<file path="src/rtl/uart_pkg.sv">
// Shared definitions for the UART peripherals: FSM encoding, default baud
// divisor and status-word bit positions.
package uart_pkg;

  typedef enum logic [2:0] {
    IDLE   = 3'd0,
    START  = 3'd1,
    DATA   = 3'd2,
    PARITY = 3'd3,
    STOP   = 3'd4
  } uart_state_t;

  // 50 MHz system clock, 115200 baud
  localparam int DEFAULT_BAUD_DIV = 434;

  localparam int DONE_BIT = 0;
  localparam int BUSY_BIT = 1;

  // Clock cycles occupied by one frame (start + payload + optional parity + stop).
  function automatic int frame_cycles(input int data_width, input int baud_div,
                                      input bit with_parity);
    return (data_width + 2 + (with_parity ? 1 : 0)) * baud_div;
  endfunction

endpackage

</file>
<file path="src/rtl/baud_tick_gen.sv">
// Baud-rate counter: counts 0..BAUD_DIV-1 and pulses tick on the last count.
// Shared between the UART TX and RX peripherals.
module baud_tick_gen
  import uart_pkg::*;
#(
  parameter int BAUD_DIV  = DEFAULT_BAUD_DIV,
  parameter int CNT_WIDTH = 16
) (
  input  logic clk,
  input  logic reset,
  input  logic restart,
  output logic tick
);

  localparam logic [CNT_WIDTH-1:0] LAST_COUNT = CNT_WIDTH'(BAUD_DIV - 1);

  logic [CNT_WIDTH-1:0] count;

  assign tick = (count == LAST_COUNT);

  // restart holds the counter at zero so every bit period starts aligned
  always_ff @(posedge clk or negedge reset) begin
    if (!reset) begin
      count <= '0;
    end else if (restart || tick) begin
      count <= '0;
    end else begin
      count <= count + CNT_WIDTH'(1);
    end
  end

endmodule

</file>
<file path="src/rtl/uart_tx_periph.sv">
// Memory-mapped UART transmitter (8N1, or 8E1 when UART_TX_PARITY_EN is defined).
// Holding register written by stores; start strobe launches a frame on tx.
module uart_tx_periph
  import uart_pkg::*;
#(
  parameter int DATA_WIDTH = 8,
  parameter int BAUD_DIV   = DEFAULT_BAUD_DIV,
  parameter int CNT_WIDTH  = 16
) (
  input  logic        clk,
  input  logic        reset,
  input  logic        mem_write,
  input  logic        enable_StoreTxbuff,
  input  logic [31:0] wdata,
  input  logic        start_uart_tx,
  input  logic        clr_tx_flag,
  output logic        tx,
  output logic        tx_busy,
  output logic        tx_done_flag,
  output logic [31:0] tx_status,
  output logic [2:0]  fsm_state
);

  localparam int IDX_W = $clog2(DATA_WIDTH + 1);
  localparam logic [IDX_W-1:0] LAST_IDX = IDX_W'(DATA_WIDTH - 1);

  uart_state_t           state, state_next;
  logic [DATA_WIDTH-1:0] hold_reg;
  logic [DATA_WIDTH-1:0] shift_reg, shift_next;
  logic [IDX_W-1:0]      bit_idx, bit_idx_next;
  logic                  tx_reg, tx_next;
  logic                  done_reg, done_next;
  logic                  launch, done_set;
  logic                  restart, tick;
`ifdef UART_TX_PARITY_EN
  logic                  parity_reg, parity_next;
`endif

  generate
    if (DATA_WIDTH < 32) begin : g_unused_wdata
      logic unused_wdata_bits;
      assign unused_wdata_bits = ^wdata[31:DATA_WIDTH];
    end
  endgenerate

  baud_tick_gen #(
    .BAUD_DIV (BAUD_DIV),
    .CNT_WIDTH(CNT_WIDTH)
  ) u_baud (
    .clk    (clk),
    .reset  (reset),
    .restart(restart),
    .tick   (tick)
  );

  // Holding register accepts stores at any time; a frame in flight
  // transmits from shift_reg and is never affected.
  always_ff @(posedge clk or negedge reset) begin
    if (!reset) begin
      hold_reg <= '0;
    end else if (mem_write && enable_StoreTxbuff) begin
      hold_reg <= wdata[DATA_WIDTH-1:0];
    end
  end

  // start_uart_tx is a single-cycle strobe, honoured only in IDLE; strobes
  // while busy are dropped. The frame always uses the pre-write holding value.
  always_comb begin
    state_next   = state;
    shift_next   = shift_reg;
    bit_idx_next = bit_idx;
    launch       = 1'b0;
    done_set     = 1'b0;
    case (state)
      IDLE: begin
        if (start_uart_tx) begin
          state_next   = START;
          shift_next   = hold_reg;
          bit_idx_next = '0;
          launch       = 1'b1;
        end
      end
      START: begin
        if (tick) state_next = DATA;
      end
      DATA: begin
        if (tick) begin
          shift_next = shift_reg >> 1;
          if (bit_idx == LAST_IDX) begin
`ifdef UART_TX_PARITY_EN
            state_next = PARITY;
`else
            state_next = STOP;
`endif
          end else begin
            bit_idx_next = bit_idx + IDX_W'(1);
          end
        end
      end
`ifdef UART_TX_PARITY_EN
      PARITY: begin
        if (tick) state_next = STOP;
      end
`endif
      STOP: begin
        if (tick) begin
          state_next = IDLE;
          done_set   = 1'b1;
        end
      end
      default: state_next = IDLE;
    endcase

    restart = (state == IDLE) || (state_next != state);

    // Line level for the cycle after this edge, so tx comes straight off a flop
    case (state_next)
      IDLE:    tx_next = 1'b1;
      START:   tx_next = 1'b0;
      DATA:    tx_next = shift_next[0];
`ifdef UART_TX_PARITY_EN
      PARITY:  tx_next = parity_reg;
`endif
      STOP:    tx_next = 1'b1;
      default: tx_next = 1'b1;
    endcase

    // A completing frame outranks a simultaneous clear
    if (done_set) begin
      done_next = 1'b1;
    end else if (launch || !clr_tx_flag) begin
      done_next = 1'b0;
    end else begin
      done_next = done_reg;
    end

`ifdef UART_TX_PARITY_EN
    parity_next = launch ? ^hold_reg : parity_reg;
`endif
  end

  always_ff @(posedge clk or negedge reset) begin
    if (!reset) begin
      state      <= IDLE;
      shift_reg  <= '0;
      bit_idx    <= '0;
      tx_reg     <= 1'b1;
      done_reg   <= 1'b0;
`ifdef UART_TX_PARITY_EN
      parity_reg <= 1'b0;
`endif
    end else begin
      state      <= state_next;
      shift_reg  <= shift_next;
      bit_idx    <= bit_idx_next;
      tx_reg     <= tx_next;
      done_reg   <= done_next;
`ifdef UART_TX_PARITY_EN
      parity_reg <= parity_next;
`endif
    end
  end

  assign tx           = tx_reg;
  assign tx_busy      = (state != IDLE);
  assign tx_done_flag = done_reg;
  assign fsm_state    = state;

  always_comb begin
    tx_status           = '0;
    tx_status[BUSY_BIT] = tx_busy;
    tx_status[DONE_BIT] = done_reg;
  end

endmodule

</file>
<file path="config.mk">
export PLATFORM = sky130hd
export DESIGN_NAME = uart_tx_periph
export DESIGN_NICKNAME = d
export VERILOG_FILES = /design/src/rtl/uart_pkg.sv /design/src/rtl/baud_tick_gen.sv /design/src/rtl/uart_tx_periph.sv
export SDC_FILE = /design/constraint.sdc
export NUM_CORES = 1
export LEC_CHECK = 0
export ABC_AREA = 1
export CAP_MARGIN = 10
export CORE_MARGIN = 5
export CORE_UTILIZATION = 44
export CTS_CLUSTER_DIAMETER = 30
export CTS_CLUSTER_SIZE = 14
export DETAILED_ROUTE_END_ITERATION = 16
export GPL_TIMING_DRIVEN = 0
export HOLD_SLACK_MARGIN = 0.08
export MAX_ROUTING_LAYER = met4
export PLACE_DENSITY = 0.83
export RECOVER_POWER = 25
export SLEW_MARGIN = 20
export SYNTH_ARGS = -nofsm -noshare
export SYNTH_HDL_FRONTEND = slang
export SYNTH_HIERARCHICAL = 1
export SYNTH_SLANG_ARGS = --single-unit
</file>
<file path="constraint.sdc">
create_clock -name clk -period 4.8 [get_ports clk]
set_clock_uncertainty 0.2 [all_clocks]
set_input_delay 0.96 -clock clk [delete_from_list [all_inputs] [get_ports clk]]
set_output_delay 0.96 -clock clk [all_outputs]
set_load 0.03 [all_outputs]
</file>
Word-level counts from Yosys, hierarchy flattened

Index checks and enable logic that the tools add are counted.

Reductions and logical operators: 11
Multiplexer cells: 21
Equality and inequality tests: 11
Add/sub/neg operators: 2

Operator list:

| kind                                                  | number |
|---|---|
| adder 16 x 1 -> 16 bit, second input constant         | 1 |
| == test 16 x 9 -> 1 bit, second input constant        | 1 |
| 2-to-1 mux 16 bit                                     | 1 |
| 2-to-1 mux 8 bit                                      | 2 |
| case mux 8 bit (2 select lines)                       | 1 |
| 2-to-1 mux 3 bit                                      | 5 |
| 2-to-1 mux 4 bit                                      | 3 |
| case mux 3 bit (4 select lines)                       | 1 |
| case mux 4 bit (2 select lines)                       | 1 |
| == test 3 x 1 -> 1 bit, second input constant         | 2 |
| == test 3 x 2 -> 1 bit, second input constant         | 2 |
| 2-to-1 mux 1 bit                                      | 6 |
| adder 4 x 1 -> 4 bit, second input constant           | 1 |
| == test 4 x 3 -> 1 bit, second input constant         | 1 |
| inequality test 2 bit, second input constant          | 2 |
| AND reduction 4 bit                                   | 1 |
| nonzero test 2 bit                                    | 2 |
| == test 3 bit, second input constant                  | 1 |
| logical NOT 3 bit                                     | 1 |
| logical OR 1 bit                                      | 3 |
| inequality test 3 bit                                 | 1 |
| AND reduction 3 bit                                   | 1 |
| nonzero test 3 bit                                    | 1 |
| inequality test 2 x 1 -> 1 bit, second input constant | 1 |
| 3 further kinds                                       | 3 |

Output and inout port bits: 38
Register bits: 41
Logic and storage cells: 53
Input port bits: 38

Longest topological paths before layout

Gate-level depths: netlist (run 1).

Depth after elaboration: 8
Mapped depth: 12
Depth with buffers taken out: 11

Cells and area by module

The synthesis (run 1) kept the hierarchy.

Modules (own cells, without submodules):

| module         | times used | cells each | area each (µm²) |
|---|---|---|---|
| uart_tx_periph | 1          | 169        | 1,457.6 |
| baud_tick_gen  | 1          | 126        | 1,012.2 |

Least setup slack after synthesis (run 1)

No wires, ideal clock.

Path type: register to output
Start point: reg state[2] (netlist: fsm_state[2])
End point: out tx_status[1]
Path slack: 2.371 ns
Data arrival time: 1.269 ns
Path buffers: 1
Cell stages (with the launch flop): 4
Required time: 3.640 ns
Path through: dfrtp_1 > nor2_4 > nand2_1 > buf_4

Longest elaborated chain between the ends: 1

Ends and longest elaborated chain:

| what                   | RTL line              | RTL |
|---|---|---|
| start, declared        | uart_tx_periph.sv:27  | `uart_state_t state, state_next;` |
| start signal, assigned | uart_tx_periph.sv:153 | `state <= state_next;` |
| nonzero test 3 bit     | uart_tx_periph.sv:165 | `assign tx_busy = (state != IDLE);` |
| end, declared          | uart_tx_periph.sv:20  | `output logic [31:0] tx_status,` |

No other way between the ends.

Worst setup path after layout (run 1)

Same ends and word-level chain as after synthesis.

==> results of run 1 <==
## routing by layer
metal,share of wire,up-vias,global-route usage
met5,0,-,-
met4,0.021,0,0.0662
met3,0.081,7,0.0359
met2,0.44,59,0.188
met1,0.46,857,0.158
li1,-,985,-
## Yosys cell counts
master | instances | area share
nand3_2 | 3 | 0.012
clkinv_2 | 1 | 0.0020
inv_2 | 4 | 0.0061
dfstp_2 | 1 | 0.011
nand2_1 | 76 | 0.12
buf_12 | 1 | 0.0081
inv_1 | 20 | 0.030
nand4_1 | 8 | 0.020
xor2_1 | 5 | 0.018
o21ai_2 | 2 | 0.0071
clkinv_1 | 1 | 0.0015
buf_4 | 32 | 0.097
nor2_1 | 25 | 0.038
dfrtp_1 | 40 | 0.41
o21ai_0 | 4 | 0.0081
nand2_4 | 2 | 0.0091
nor2_2 | 15 | 0.038
xnor2_1 | 4 | 0.014
nand3_4 | 3 | 0.021
mux2_2 | 7 | 0.032
conb_1 | 1 | 0.0015
nor3_1 | 1 | 0.0020
ha_1 | 3 | 0.015
nand2_2 | 6 | 0.015
o21ai_1 | 1 | 0.0020
inv_4 | 1 | 0.0025
nand3_1 | 20 | 0.041
nor2_4 | 4 | 0.018
a21oi_1 | 4 | 0.0081
## cells by family after synthesis
family                     after synthesis  synth area share
and+or+nand+nor                        163             0.330
buffers and inverters                   60             0.148
DFF                                     41             0.416
AOI/OAI and AO/OA                       11            0.0253
xor gates and xnor gates                 9            0.0319
muxes                                    7            0.0319
adders and majority gates                3            0.0152
other                                    1           0.00152
## final cells by class
class | count | area share
Buffer | 33 | 0.0868
Clock buffer | 6 | 0.0276
Clock inverter | 2 | 0.0125
Inverter | 27 | 0.0351
Multi-Input combinational cell | 223 | 0.396
Sequential cell | 41 | 0.343
Tap cell | 72 | 0.0301
Timing Repair Buffer | 22 | 0.0693
## stage by stage
stage / utilization / hold WS, ns / std cells / cell area, sq um / total power (uW)
final: 0.548 / 0.287 / 426 / 3000 / 730
after global routing: 0.548 / 0.315 / 426 / 3000 / 758
after CTS: 0.551 / 0.291 / 426 / 3010 / 739
after detailed placement: 0.529 / 0.270 / 418 / 2890 / 448
after global placement: 0.526 / 0.264 / 417 / 2880 / 445
after floorplan: - / 0.252 / 324 / 2580 / 425
## where the power goes
part	switching, uW	total, uW	internal, uW
Clock	121	290	169
Combinational	46.7	79.9	33.2
Sequential	5.22	360	355
## final timing paths
| check | startpoint | end | slack [ns] | depth (start not counted) |
|---|---|---|---|---|
| max in group asynchronous | reset | shift_reg[5] | 2.13 | 2 |
| worst min register to register | shift_reg[1] | shift_reg[1] | 0.29 | 2 |
| min in group asynchronous | reset | fsm_state[2] | 0.51 | 1 |
| worst min-delay path | shift_reg[1] | shift_reg[1] | 0.29 | 2 |
| worst max register to register | u_baud/count[1] | u_baud/count[12] | 2.20 | 12 |
| worst max-delay path | fsm_state[2] | tx_status[1] | 1.82 | 4 |
## tightest hold or removal path, stage by stage (launching register included)
cell and delay (ns):
dfrtp_1 0.35, nand2_1 0.05, nand3_1 0.05
==> qor.txt, run 1 <==
CP endpoint kind = output port
Slew @ Worst Pin = 1.42 ns
CTS Sinks = 41
Most common cell after layout, fill and taps aside = nand2_1
Vias in the first global route = 1704
Number of antenna diodes = 0
Drt pass-1 iters = 4
Setup WS pre-CTS = 2.14 ns
CTS H-tree lvls = 2
TritonCTS buffer count = 5
Initial antenna violation count = 0
Largest net degree at the start of global routing = 28
Max Cap Viol = 0
Detailed placement HPWL = 3480 um
WL per Instance = 10.2 um
Setup TNS Final = 0 ns
CP Max Fanout = 8
Slowest CP cell = clkdlybuf4s50_1
Vias = 1908
Clock Tree Buf Depth = 2
Clock Tree Root = clkbuf_8
Layout cells sized above 1 = 0.254
WP buf/inv = 2
Worst-path cell chain = nor2_4, nand2_1, buf_4, clkdlybuf4s50_1
WP data required = 3.64 ns
Clk pin slew, worst setup/hold paths = 0.08 ns
GRT Resource Usage Total = 0.127
Core region area = 5470 sq um
Wirelength, routed = 4340 um
Pwr dens = 243 nW/um^2
Min Tclk post-route = 2.98 ns
Cell area after synthesis = 2470 sq um
Placer congestion estimate = 0.899
Total Die Area = 7210 sq um
Critical path class = register to output port
Multi-input logic area = 1190 sq um
Syn avg cell area = 8.37 sq um
DR iter-0 viols = 116
Register area = 1030 sq um
Starting Density = 0.451
Fmax achieved = 0.335 GHz
Die width = 84.9 um
PostCTS Resize Cnt = 0
Unrepaired setup endpoints after global routing = no
TritonCTS clock tree = built
Most frequent cells in the layout = 76 x nand2_1, 40 x dfrtp_1, 32 x buf_4, 30 x conb_1, 25 x nor2_1
Row count = 27
I/O pin count = 76
Total gr overflow = 0
IO buf count = 21
Worst-Skew Late Latency = 0.30 ns
Synth warn = 6
Post-route ant nets = 0
Worst slew margin = 0.0518
Worst min path class = register to register
Worst path max stage delay = 0.58 ns
Fin. max-slew vios = 0
Post-DR vias/cell = 4.48
Worst vdd ir = 0.192 mV
Hold Buf Count CTS = 0
Status = completed
First-pass GRT wire length = 7330 um
Worst Setup Start Kind = register
FILL cells = 510
Final period utilization = 0.622
FF+latch count, synth = 41
Yosys cell types = 29
Crit path max-delay family = buffers and inverters
Die height = 84.9 um
DRC = 0
Final WS setup = 1.82 ns
Hold Fails Final Rpt = 0
Nets = 394
P&R area growth vs syn = 21.3%
Gate Count Post-Synth = 295
Setup-failing EPs final = 0
Post-CTS Setup Inserts = 0
Critical Path AT = 1.82 ns
LEAKAGE = 0.00144 uW
Sequential share of the synthesized area = 0.416
Max FFs per register = 16
No activity file was read; power rests on OpenSTA's default activity.
==> run 2, diff against run 1 <==
clock period = 2.8 ns   (was 4.8 ns; I/O delays follow)
==> qor.txt, run 2 (synthesis results as in run 1) <==
First-pass GRT wire length = 7340 um (was 7330 um)
Initial antenna violation count = 0 (unchanged)
DR iter-0 viols = 97 (was 116)
Part of the power in combinational logic = 0.110 (about the same)
Unrepaired setup endpoints after global routing = no (unchanged)
Wirelength, routed = 4330 um (was 4340 um)
Fmax achieved = 0.387 GHz
Clock Tree Root = clkbuf_8 (unchanged)
Worst vdd ir = 0.329 mV (was 0.192 mV)
Die width = 84.9 um (unchanged)
Core region area = 5470 sq um (unchanged)
Detailed placement HPWL = 3480 um (unchanged)
Internal power = 956 uW (was 557 uW)
Pwr dens = 415 nW/um^2 (was 243 nW/um^2)
Starting Density = 0.451 (unchanged)
WL per Instance = 10.1 um (was 10.2 um)
Net Sw Power = 295 uW (was 172 uW)
Status = completed (unchanged)
Critical path class = register to output port (unchanged)
CP Max Fanout = 8 (unchanged)
Largest net degree at the start of global routing = 28 (unchanged)
LEAKAGE = 0.00145 uW (was 0.00144 uW)
CTS H-tree lvls = 2 (unchanged)
Setup TNS Final = 0 ns (unchanged)
Sw frac = 0.236 (about the same)
Clock power frac = 0.396 (was 0.397)
Hold Fails Final Rpt = 0 (unchanged)
TritonCTS clock tree = built (unchanged)
Clock Tree Buf Depth = 2 (unchanged)
Final period utilization = 0.922
Placer congestion estimate = 0.899 (unchanged)
CTS Sinks = 41 (unchanged)
Max Cap Viol = 0 (unchanged)
FILL cells = 510 (unchanged)
Most common cell after layout, fill and taps aside = nand2_1 (unchanged)
FF-to-FF setup slack = 0.45 ns (was 2.20 ns)
Worst slew margin = 0.494 (was 0.0518)
Vias = 1920 (was 1908)
Row count = 27 (unchanged)
I/O pin count = 76 (unchanged)
WP data required = 2.04 ns (was 3.64 ns)
Worst Setup Start Kind = register (unchanged)
Setup-failing EPs final = 0 (unchanged)
Die height = 84.9 um (unchanged)
IO buf count = 21 (unchanged)
CP endpoint kind = output port (unchanged)
Fin. max-slew vios = 0 (unchanged)
Number of antenna diodes = 0 (unchanged)
Total Die Area = 7210 sq um (unchanged)
Min Tclk post-route = 2.58 ns
GRT Resource Usage Total = 0.127 (about the same)
Total gr overflow = 0 (unchanged)
Vias in the first global route = 1705 (was 1704)
Clk pin slew, worst setup/hold paths = 0.08 ns (about the same)
Drt pass-1 iters = 4 (unchanged)
Slew @ Worst Pin = 0.759 ns (was 1.42 ns)
Post-route ant nets = 0 (unchanged)
DRC = 0 (unchanged)
Sequential power share = 0.493 (was 0.494)
Worst min path class = register to register (unchanged)
Nets = 395 (was 394)
Power, Total = 1250 uW (was 730 uW)
P&R area growth vs syn = 22.0% (was 21.3%)
Post-DR vias/cell = 4.50 (was 4.48)
Critical Path AT = 1.82 ns (about the same)
Worst-Skew Late Latency = 0.30 ns (about the same)
Layout cells sized above 1 = 0.259 (was 0.254)
Max FFs per register = 16 (unchanged)
TritonCTS buffer count = 5 (unchanged)
Most frequent cells in the layout = 76 x nand2_1, 40 x dfrtp_1, 32 x buf_4, 30 x conb_1, 25 x nor2_1 (unchanged)
==> run 2: metal layers <==
metal	share of wire	vias to the layer above	GRT usage
met1	0.45	862	0.159
met3	0.084	7	0.0359
li1	-	988	-
met5	0	-	-
met2	0.44	63	0.188
met4	0.021	0	0.0662
==> run 2: stage by stage <==
stage / util / setup WS [ns] / hold slack, ns / instance area [sq um] / instances
2_1_floorplan: - / 0.554 / 0.0644 / 2580 / 324
3_3_place_gp: 0.526 / -0.0115 / 0.264 / 2880 / 417
3_5_place_dp: 0.529 / 0.207 / 0.270 / 2890 / 418
4_1_cts: 0.553 / 0.185 / 0.291 / 3020 / 427
5_1_grt: 0.551 / 0.115 / 0.315 / 3010 / 427
6_report: 0.551 / 0.217 / 0.288 / 3010 / 427
==> run 2: cell type report <==
class	instances	area, sq um	area share
multi-input combinational	223	1190	0.395
clock buffer	6	82.6	0.0274
sequential	41	1030	0.341
tap	72	90.1	0.0299
inverter	27	105	0.0349
clock inverter	2	37.5	0.0125
buffer	33	260	0.0864
timing repair buffer	23	219	0.0727
==> run 2: power by group through the flow <==
stage	registers (uW)	clock network (uW)	logic, uW
final	617	496	138
after global routing	620	532	149
after global placement	628	0	135
after CTS	617	510	141
after detailed placement	629	0	139
after floorplan	626	0	104
==> run 2: final timing paths <==
check                           startpoint  depth (start not counted)               end
min in group asynchronous            reset                          2      fsm_state[2]
hold reg to reg               shift_reg[1]                          2      shift_reg[1]
hold / removal                shift_reg[1]                          2      shift_reg[1]
setup / recovery              fsm_state[2]                          4      tx_status[1]
setup reg to reg           u_baud/count[1]                         12  u_baud/count[12]
max in group asynchronous            reset                          3      shift_reg[5]
==> run 2: worst max-delay path, cell delays in order (launching register included) <==
cell and delay, ns:
dfrtp_1 0.48, nor2_4 0.22, nand2_1 0.10, buf_4 0.14
clkdlybuf4s50_1 0.58
==> run 2: what timing repair did <==
item	in CTS	in global routing
setup buffers	0	0
gates resized for setup	0	1
hold endpoints to repair	13	0
endpoints found under the setup margin	0	4
hold buffers	1	0
